## config.mk

```make
export PLATFORM = sky130hd
export DESIGN_NAME = grid_memory_port_arbiter
export DESIGN_NICKNAME = d
export VERILOG_FILES = /design/src/rtl/grid_memory_port_arbiter.sv
export SDC_FILE = /design/constraint.sdc
export NUM_CORES = 1
export LEC_CHECK = 0
export CAP_MARGIN = 25
export CORE_ASPECT_RATIO = 0.7
export CORE_MARGIN = 2
export CORE_UTILIZATION = 25
export CTS_CLUSTER_DIAMETER = 200
export DETAILED_ROUTE_END_ITERATION = 8
export HOLD_SLACK_MARGIN = 0.05
export PLACE_DENSITY = 0.53
export SYNTH_ARGS = -nofsm -noshare
export SYNTH_HDL_FRONTEND = slang
export SYNTH_SLANG_ARGS = --single-unit
```

## constraint.sdc

```tcl
create_clock -name clk -period 1.5 [get_ports clk]
set_input_delay 0.15 -clock clk [delete_from_list [all_inputs] [get_ports clk]]
set_output_delay 0.15 -clock clk [all_outputs]
set_load 0.1 [all_outputs]
```

## src/rtl/grid_memory_port_arbiter.sv

```systemverilog
// grid_memory_port_arbiter
// Shares one grid memory tile between two valid/ready requesters (A and B).
// Round-robin arbitration on contention, registered memory-side pins and a
// requester-tag pipeline that routes each read response back to its issuer.
// Optional zero-fill of the whole tile: define GRID_MEMORY_PORT_ARBITER_CLEAR_EN.

module grid_memory_port_arbiter #(
    parameter int ADDR_W = 10,
    parameter int DATA_W = 8,
    parameter int RD_LAT = 1
) (
    input  logic              clk,
    input  logic              rst_n,
    input  logic              a_req_valid,
    output logic              a_req_ready,
    input  logic              a_req_we,
    input  logic [ADDR_W-1:0] a_req_addr,
    input  logic [DATA_W-1:0] a_req_wdata,
    output logic              a_rsp_valid,
    output logic [DATA_W-1:0] a_rsp_rdata,
    input  logic              b_req_valid,
    output logic              b_req_ready,
    input  logic              b_req_we,
    input  logic [ADDR_W-1:0] b_req_addr,
    input  logic [DATA_W-1:0] b_req_wdata,
    output logic              b_rsp_valid,
    output logic [DATA_W-1:0] b_rsp_rdata,
    input  logic              clear_start,
    output logic              clear_busy,
    output logic              clear_done,
    output logic [ADDR_W-1:0] mem_waddr,
    output logic [ADDR_W-1:0] mem_raddr,
    output logic [DATA_W-1:0] mem_data_in,
    output logic              mem_wen,
    output logic              mem_ren,
    input  logic [DATA_W-1:0] mem_data_out
);

    typedef enum logic [1:0] {
        ST_SERVE = 2'd0,
        ST_DRAIN = 2'd1,
        ST_CLEAR = 2'd2
    } state_t;

    state_t            state_r;
    logic              prio_b_r;
    logic [RD_LAT-1:0] tag_vld_r;
    logic [RD_LAT-1:0] tag_id_r;
    logic              a_rsp_valid_r;
    logic              b_rsp_valid_r;
    logic [DATA_W-1:0] a_rdata_hold_r;
    logic [DATA_W-1:0] b_rdata_hold_r;
    logic [ADDR_W-1:0] mem_waddr_r;
    logic [ADDR_W-1:0] mem_raddr_r;
    logic [DATA_W-1:0] mem_data_in_r;
    logic              mem_wen_r;
    logic              mem_ren_r;
    logic              clear_busy_r;
    logic              clear_done_r;

    logic              clear_go_s;
    logic              grant_a_s;
    logic              grant_b_s;
    logic              accept_s;
    logic              acc_we_s;
    logic [ADDR_W-1:0] acc_addr_s;
    logic [DATA_W-1:0] acc_wdata_s;

`ifdef GRID_MEMORY_PORT_ARBITER_CLEAR_EN
    localparam logic [ADDR_W-1:0] LAST_ADDR = {ADDR_W{1'b1}};

    logic [ADDR_W-1:0] clr_cnt_r;
    logic              pipe_empty_s;

    // A clear request only counts while serving; it also blocks this cycle's grant.
    assign clear_go_s   = clear_start && (state_r == ST_SERVE);
    // No read is in flight once every tag stage and the response flops are idle.
    assign pipe_empty_s = (tag_vld_r == {RD_LAT{1'b0}}) && !a_rsp_valid_r && !b_rsp_valid_r;
`else
    logic unused_clear_s;

    assign unused_clear_s = clear_start;
    assign clear_go_s     = 1'b0;
`endif

    // Arbitration: a lone requester wins; on contention the priority holder wins.
    always_comb begin
        grant_a_s = 1'b0;
        grant_b_s = 1'b0;
        if ((state_r == ST_SERVE) && !clear_go_s) begin
            if (a_req_valid && (!b_req_valid || !prio_b_r)) begin
                grant_a_s = 1'b1;
            end else if (b_req_valid) begin
                grant_b_s = 1'b1;
            end else begin
                grant_a_s = 1'b0;
            end
        end else begin
            grant_b_s = 1'b0;
        end
    end

    // Select the command of whichever requester was granted.
    always_comb begin
        accept_s = grant_a_s || grant_b_s;
        if (grant_b_s) begin
            acc_we_s    = b_req_we;
            acc_addr_s  = b_req_addr;
            acc_wdata_s = b_req_wdata;
        end else begin
            acc_we_s    = a_req_we;
            acc_addr_s  = a_req_addr;
            acc_wdata_s = a_req_wdata;
        end
    end

    assign a_req_ready = grant_a_s;
    assign b_req_ready = grant_b_s;

    // Control FSM: serve commands, drain in-flight reads, then zero-fill the tile.
    always_ff @(posedge clk) begin
        if (!rst_n) begin
            state_r       <= ST_SERVE;
            prio_b_r      <= 1'b0;
            mem_waddr_r   <= {ADDR_W{1'b0}};
            mem_raddr_r   <= {ADDR_W{1'b0}};
            mem_data_in_r <= {DATA_W{1'b0}};
            mem_wen_r     <= 1'b0;
            mem_ren_r     <= 1'b0;
            clear_busy_r  <= 1'b0;
            clear_done_r  <= 1'b0;
`ifdef GRID_MEMORY_PORT_ARBITER_CLEAR_EN
            clr_cnt_r     <= {ADDR_W{1'b0}};
`endif
        end else begin
            mem_wen_r    <= 1'b0;
            mem_ren_r    <= 1'b0;
            clear_done_r <= 1'b0;
            case (state_r)
                ST_SERVE: begin
                    if (accept_s) begin
                        if (acc_we_s) begin
                            mem_wen_r     <= 1'b1;
                            mem_waddr_r   <= acc_addr_s;
                            mem_data_in_r <= acc_wdata_s;
                        end else begin
                            mem_ren_r     <= 1'b1;
                            mem_raddr_r   <= acc_addr_s;
                        end
                    end else begin
                        mem_wen_r <= 1'b0;
                    end
                    // Priority only moves when the loser was actually waiting.
                    if (grant_a_s && b_req_valid) begin
                        prio_b_r <= 1'b1;
                    end else if (grant_b_s && a_req_valid) begin
                        prio_b_r <= 1'b0;
                    end else begin
                        prio_b_r <= prio_b_r;
                    end
`ifdef GRID_MEMORY_PORT_ARBITER_CLEAR_EN
                    if (clear_go_s) begin
                        state_r      <= ST_DRAIN;
                        clear_busy_r <= 1'b1;
                    end else begin
                        state_r      <= ST_SERVE;
                    end
`endif
                end
`ifdef GRID_MEMORY_PORT_ARBITER_CLEAR_EN
                ST_DRAIN: begin
                    if (pipe_empty_s) begin
                        state_r <= ST_CLEAR;
                    end else begin
                        state_r <= ST_DRAIN;
                    end
                end
                ST_CLEAR: begin
                    mem_wen_r     <= 1'b1;
                    mem_waddr_r   <= clr_cnt_r;
                    mem_data_in_r <= {DATA_W{1'b0}};
                    if (clr_cnt_r == LAST_ADDR) begin
                        state_r      <= ST_SERVE;
                        clear_busy_r <= 1'b0;
                        clear_done_r <= 1'b1;
                        clr_cnt_r    <= {ADDR_W{1'b0}};
                    end else begin
                        clr_cnt_r    <= clr_cnt_r + ADDR_W'(1);
                    end
                end
`endif
                default: begin
                    state_r <= ST_SERVE;
                end
            endcase
        end
    end

    // Tag pipeline: carries "read issued by B" alongside each accepted read.
    always_ff @(posedge clk) begin
        if (!rst_n) begin
            tag_vld_r      <= {RD_LAT{1'b0}};
            tag_id_r       <= {RD_LAT{1'b0}};
            a_rsp_valid_r  <= 1'b0;
            b_rsp_valid_r  <= 1'b0;
            a_rdata_hold_r <= {DATA_W{1'b0}};
            b_rdata_hold_r <= {DATA_W{1'b0}};
        end else begin
            tag_vld_r[0] <= accept_s && !acc_we_s;
            tag_id_r[0]  <= grant_b_s;
            for (int i = 1; i < RD_LAT; i++) begin
                tag_vld_r[i] <= tag_vld_r[i-1];
                tag_id_r[i]  <= tag_id_r[i-1];
            end
            a_rsp_valid_r <= tag_vld_r[RD_LAT-1] && !tag_id_r[RD_LAT-1];
            b_rsp_valid_r <= tag_vld_r[RD_LAT-1] && tag_id_r[RD_LAT-1];
            if (a_rsp_valid_r) begin
                a_rdata_hold_r <= mem_data_out;
            end else begin
                a_rdata_hold_r <= a_rdata_hold_r;
            end
            if (b_rsp_valid_r) begin
                b_rdata_hold_r <= mem_data_out;
            end else begin
                b_rdata_hold_r <= b_rdata_hold_r;
            end
        end
    end

    // Read data is only valid at the tile in the response cycle itself, so it is
    // passed through then and the captured copy is shown at all other times.
    assign a_rsp_valid = a_rsp_valid_r;
    assign b_rsp_valid = b_rsp_valid_r;
    assign a_rsp_rdata = a_rsp_valid_r ? mem_data_out : a_rdata_hold_r;
    assign b_rsp_rdata = b_rsp_valid_r ? mem_data_out : b_rdata_hold_r;

    assign mem_waddr   = mem_waddr_r;
    assign mem_raddr   = mem_raddr_r;
    assign mem_data_in = mem_data_in_r;
    assign mem_wen     = mem_wen_r;
    assign mem_ren     = mem_ren_r;
    assign clear_busy  = clear_busy_r;
    assign clear_done  = clear_done_r;

endmodule

```

==> flow_summary_export.csv <==
group,metric,value,unit
status,outcome,"complete, no violations",
clock_tree,cts_tree,"done",
timing,hold_violations,0,
placement,place_area,4120,µm²
power_and_ir_drop,pwr-share-seq,33.9,%
yosys,yosysTopAreaCell,"dfxtp_1",
layout,area_delta_synth_final,85.3,%
yosys,synth_seq_area_share,43.7,%
placement,port_buffers,99,
hold_path,hold_depth,4,
layout,final_core_util,47.7,%
route,drt-initial-drc-count,153,
power_and_ir_drop,p_int,2.92,mW
hold_path,min-delay-start,"a_req_valid",
setup_path,startpoint_type,"register",
die,dieArea,10100,µm²
yosys,syn_area,2340,µm²
die,boundaryPins,103,
setup_path,end_kind,"output pin",
yosys,ys_ff_latch,51,
global_route,grt_pass1_wl,12100,µm
setup_path,crit_fanout,9,
route,vias_per_cell,5.07,
route,drc,0,
route,firstDrtPassIters,4,
setup_path,rr_endpoint,"mem_waddr[4]",
power_and_ir_drop,p_clk_share,27.9,%
global_route,gr-total-overflow,0,
global_route,grt_start_max_net_pins,31,
layout,finish.instance_area,4330,µm²
clock_tree,cts_buffers,5,
die,rows,29,
clock_tree,clock_latency,0.29,ns
yosys,yosys-top-cells-area,"dfxtp_1, a221oi_1, mux2_2",
power_and_ir_drop,p_total,4.56,mW
timing,finalCriticalPeriod,1.43,ns
timing,finalSetupTns,0,ns
placement,dp.cells,446,
layout,fill_cells,825,
timing,fmax,701,MHz
power_and_ir_drop,power.leakage,1.64,nW
global_route,grt_use_met3,4.44,%
timing,maxSlewViolCount,0,
yosys,ys_warn_count,0,
route,ant_nets,0,
power_and_ir_drop,netSwitchingFraction,36.1,%
setup_path,r2r_slack,0.13,ns
clock_tree,cts_root_buf,"clkbuf_16",
clock_tree,cts.sinks,51,
route,wirelength,7760,µm
timing,min_period_over_period,95.1,%
layout,drive_gt1_share,35.3,%
flow_run,cap_violations,0,
setup_path,crit_arrival,1.28,ns
timing,setup_viol,0,
yosys,syn_inst,229,
global_route,antenna_found_initial,0,
die,fp.coreArea,9070,µm²
placement,dp_hpwl,5610,µm
timing,timing.hold.ws,0.280,ns
setup_path,cp-startpoint,"b_rsp_valid",
setup_path,reg2reg_depth,5,
hold_path,holdPathEnd,"prio_b_r",
layout,stdcell_count,455,
global_route,gr-max-usage-layer,"met2",
hold_path,hold_path.class,"input pin to register",
clock_tree,clk_pin_slew,0.07,ns
timing,timing.final.ws_setup,0.0735,ns
global_route,first_global_vias,2279,
timing,rsz0062_at_grt,"no",
setup_path,path_class,"register to output pin",
power_and_ir_drop,switchingPower,1.65,mW
layout,n_antenna_cell,0,
global_route,use_met1,20.4,%
placement,routabilityCongestion,0.769,
die,die_w,120,µm
placement,pre_cts_slack,-0.316,ns
clock_tree,clock_path_buffers,2,
power_and_ir_drop,peakVddDrop,0.444,mV
yosys,avgSynthCellArea,10.2,µm²
route,wire_per_inst,17.1,µm
global_route,grt_use_met2,23.6,%
power_and_ir_drop,powerDensity,1050,nW/µm²
die,start_util,25.8,%
clock_tree,htree_levels,2,
route,vias,2309,
yosys,yosysUniqueCellTypes,23,
global_route,gr-usage-all-layers,15.1,%
die,die_h,84.9,µm
yosys,synth_top_area_share,43.7,%
power_and_ir_drop,power.share.combinational,38.2,%
layout,nets,382,
setup_path,r2r_start,"prio_b_r",
setup_path,required,1.35,ns
timing,clock-skew-final,0.0115,ns
==> worst max-delay path by stage <==
stage / cells past startpoint / endpoint / slack [ns]
2_1_floorplan: 3 / a_rdata_hold_r[0] / 0.0007
3_3_place_gp: 4 / mem_raddr[0] / -0.25
3_5_place_dp: 4 / mem_raddr[5] / -0.32
4_1_cts: 4 / a_req_ready / 0.04
5_1_grt: 2 / b_rsp_rdata[6] / 0.04
6_report: 2 / b_rsp_rdata[6] / 0.07
==> repair_timing <==
| action | 4_1_cts | 5_1_grt |
|---|---|---|
| pin swaps | 1 | 0 |
| cloned | 0 | 1 |
| gates resized for setup | 2 | 4 |
| setup buffers | 0 | 1 |
| endpoints found under the hold margin | 0 | 0 |
| hold buffers | 0 | 0 |
| setup endpoints to repair | 3 | 17 |
==> layout by cell type (no fill, tap or decap), drive strengths merged, types with 2 or more instances in the layout <==
master / synthesis / routed
inv: 3 / 4
nand2: 2 / 2
clkbuf: 15 / 6
nand3: 18 / 18
mux2: 16 / 16
buf: 17 / 76
nor2b: 2 / 2
a22o: 2 / 2
nor2: 3 / 3
dfxtp: 51 / 51
a221oi: 28 / 28
conb: 1 / 2
a311oi: 28 / 28
and2: 20 / 20
o21ai: 18 / 18
clkdlybuf4s50: 0 / 47
==> registers in the layout (all words and copies together), names as in the netlist <==
| name | count |
|---|---|
| a_rdata_hold_r | 8 |
| mem_raddr | 10 |
| tag_vld_r | 1 |
| b_rdata_hold_r | 8 |
| mem_wen | 1 |
| mem_ren | 1 |
| prio_b_r | 1 |
| mem_data_in | 8 |
| mem_waddr | 10 |
| tag_id_r | 1 |
| b_rsp_valid | 1 |
| a_rsp_valid | 1 |
==> power by group through the flow <==
stage	clock [mW]	sequential, mW	combinational [mW]
5_1_grt	1.36	1.56	1.81
3_3_place_gp	0	1.58	1.72
4_1_cts	1.30	1.55	1.73
3_5_place_dp	0	1.58	1.73
6_report	1.27	1.55	1.74
2_1_floorplan	0	2.07	0.532
==> metal layers <==
layer / wire length [µm] / share of wire (%)
met1: 3480 / 45
met2: 3550 / 46
met3: 651 / 8.4
met4: 72 / 0.93
met5: 0 / 0
==> critical path, stage by stage, from the launching register on <==
cell	delay, ns
dfxtp_4	0.47
mux2_4	0.35
buf_12	0.17
==> cell usage after synthesis <==
cell type / instances
nand3_1: 18
nand2_1: 2
a21boi_2: 1
nor2b_1: 2
a311oi_1: 19
dfxtp_1: 51
xor2_1: 1
nor2_1: 3
buf_6: 4
nor3_1: 1
nand2b_1: 1
mux2_2: 16
conb_1: 1
o21ai_0: 18
a22o_1: 2
clkbuf_1: 15
buf_2: 7
a221oi_1: 28
buf_4: 6
inv_1: 3
and3_1: 1
and2_1: 20
a311oi_2: 9
==> cell type report <==
class | instances | area (µm²) | share of cell area [%]
Tap cell | 124 | 155 | 3.58
Sequential cell | 51 | 1030 | 23.8
Inverter | 3 | 11.3 | 0.260
Clock buffer | 5 | 125 | 2.89
Multi-Input combinational cell | 144 | 1210 | 27.9
Timing Repair Buffer | 126 | 1760 | 40.7
Clock inverter | 2 | 36.3 | 0.838
==> logic make-up (layout without fill, tap and decap cells) <==
kind of cell | after synthesis | after routing | share of synthesized area [%]
muxes | 16 | 16 | 7.71
AOI/OAI and AO/OA | 77 | 77 | 28.5
and+or+nand+nor | 48 | 48 | 11.3
buffers and inverters | 35 | 136 | 8.25
other | 1 | 2 | 0.161
xor gates and xnor gates | 1 | 1 | 0.375
DFF | 51 | 51 | 43.7
Power figures use the tool's default switching activity.
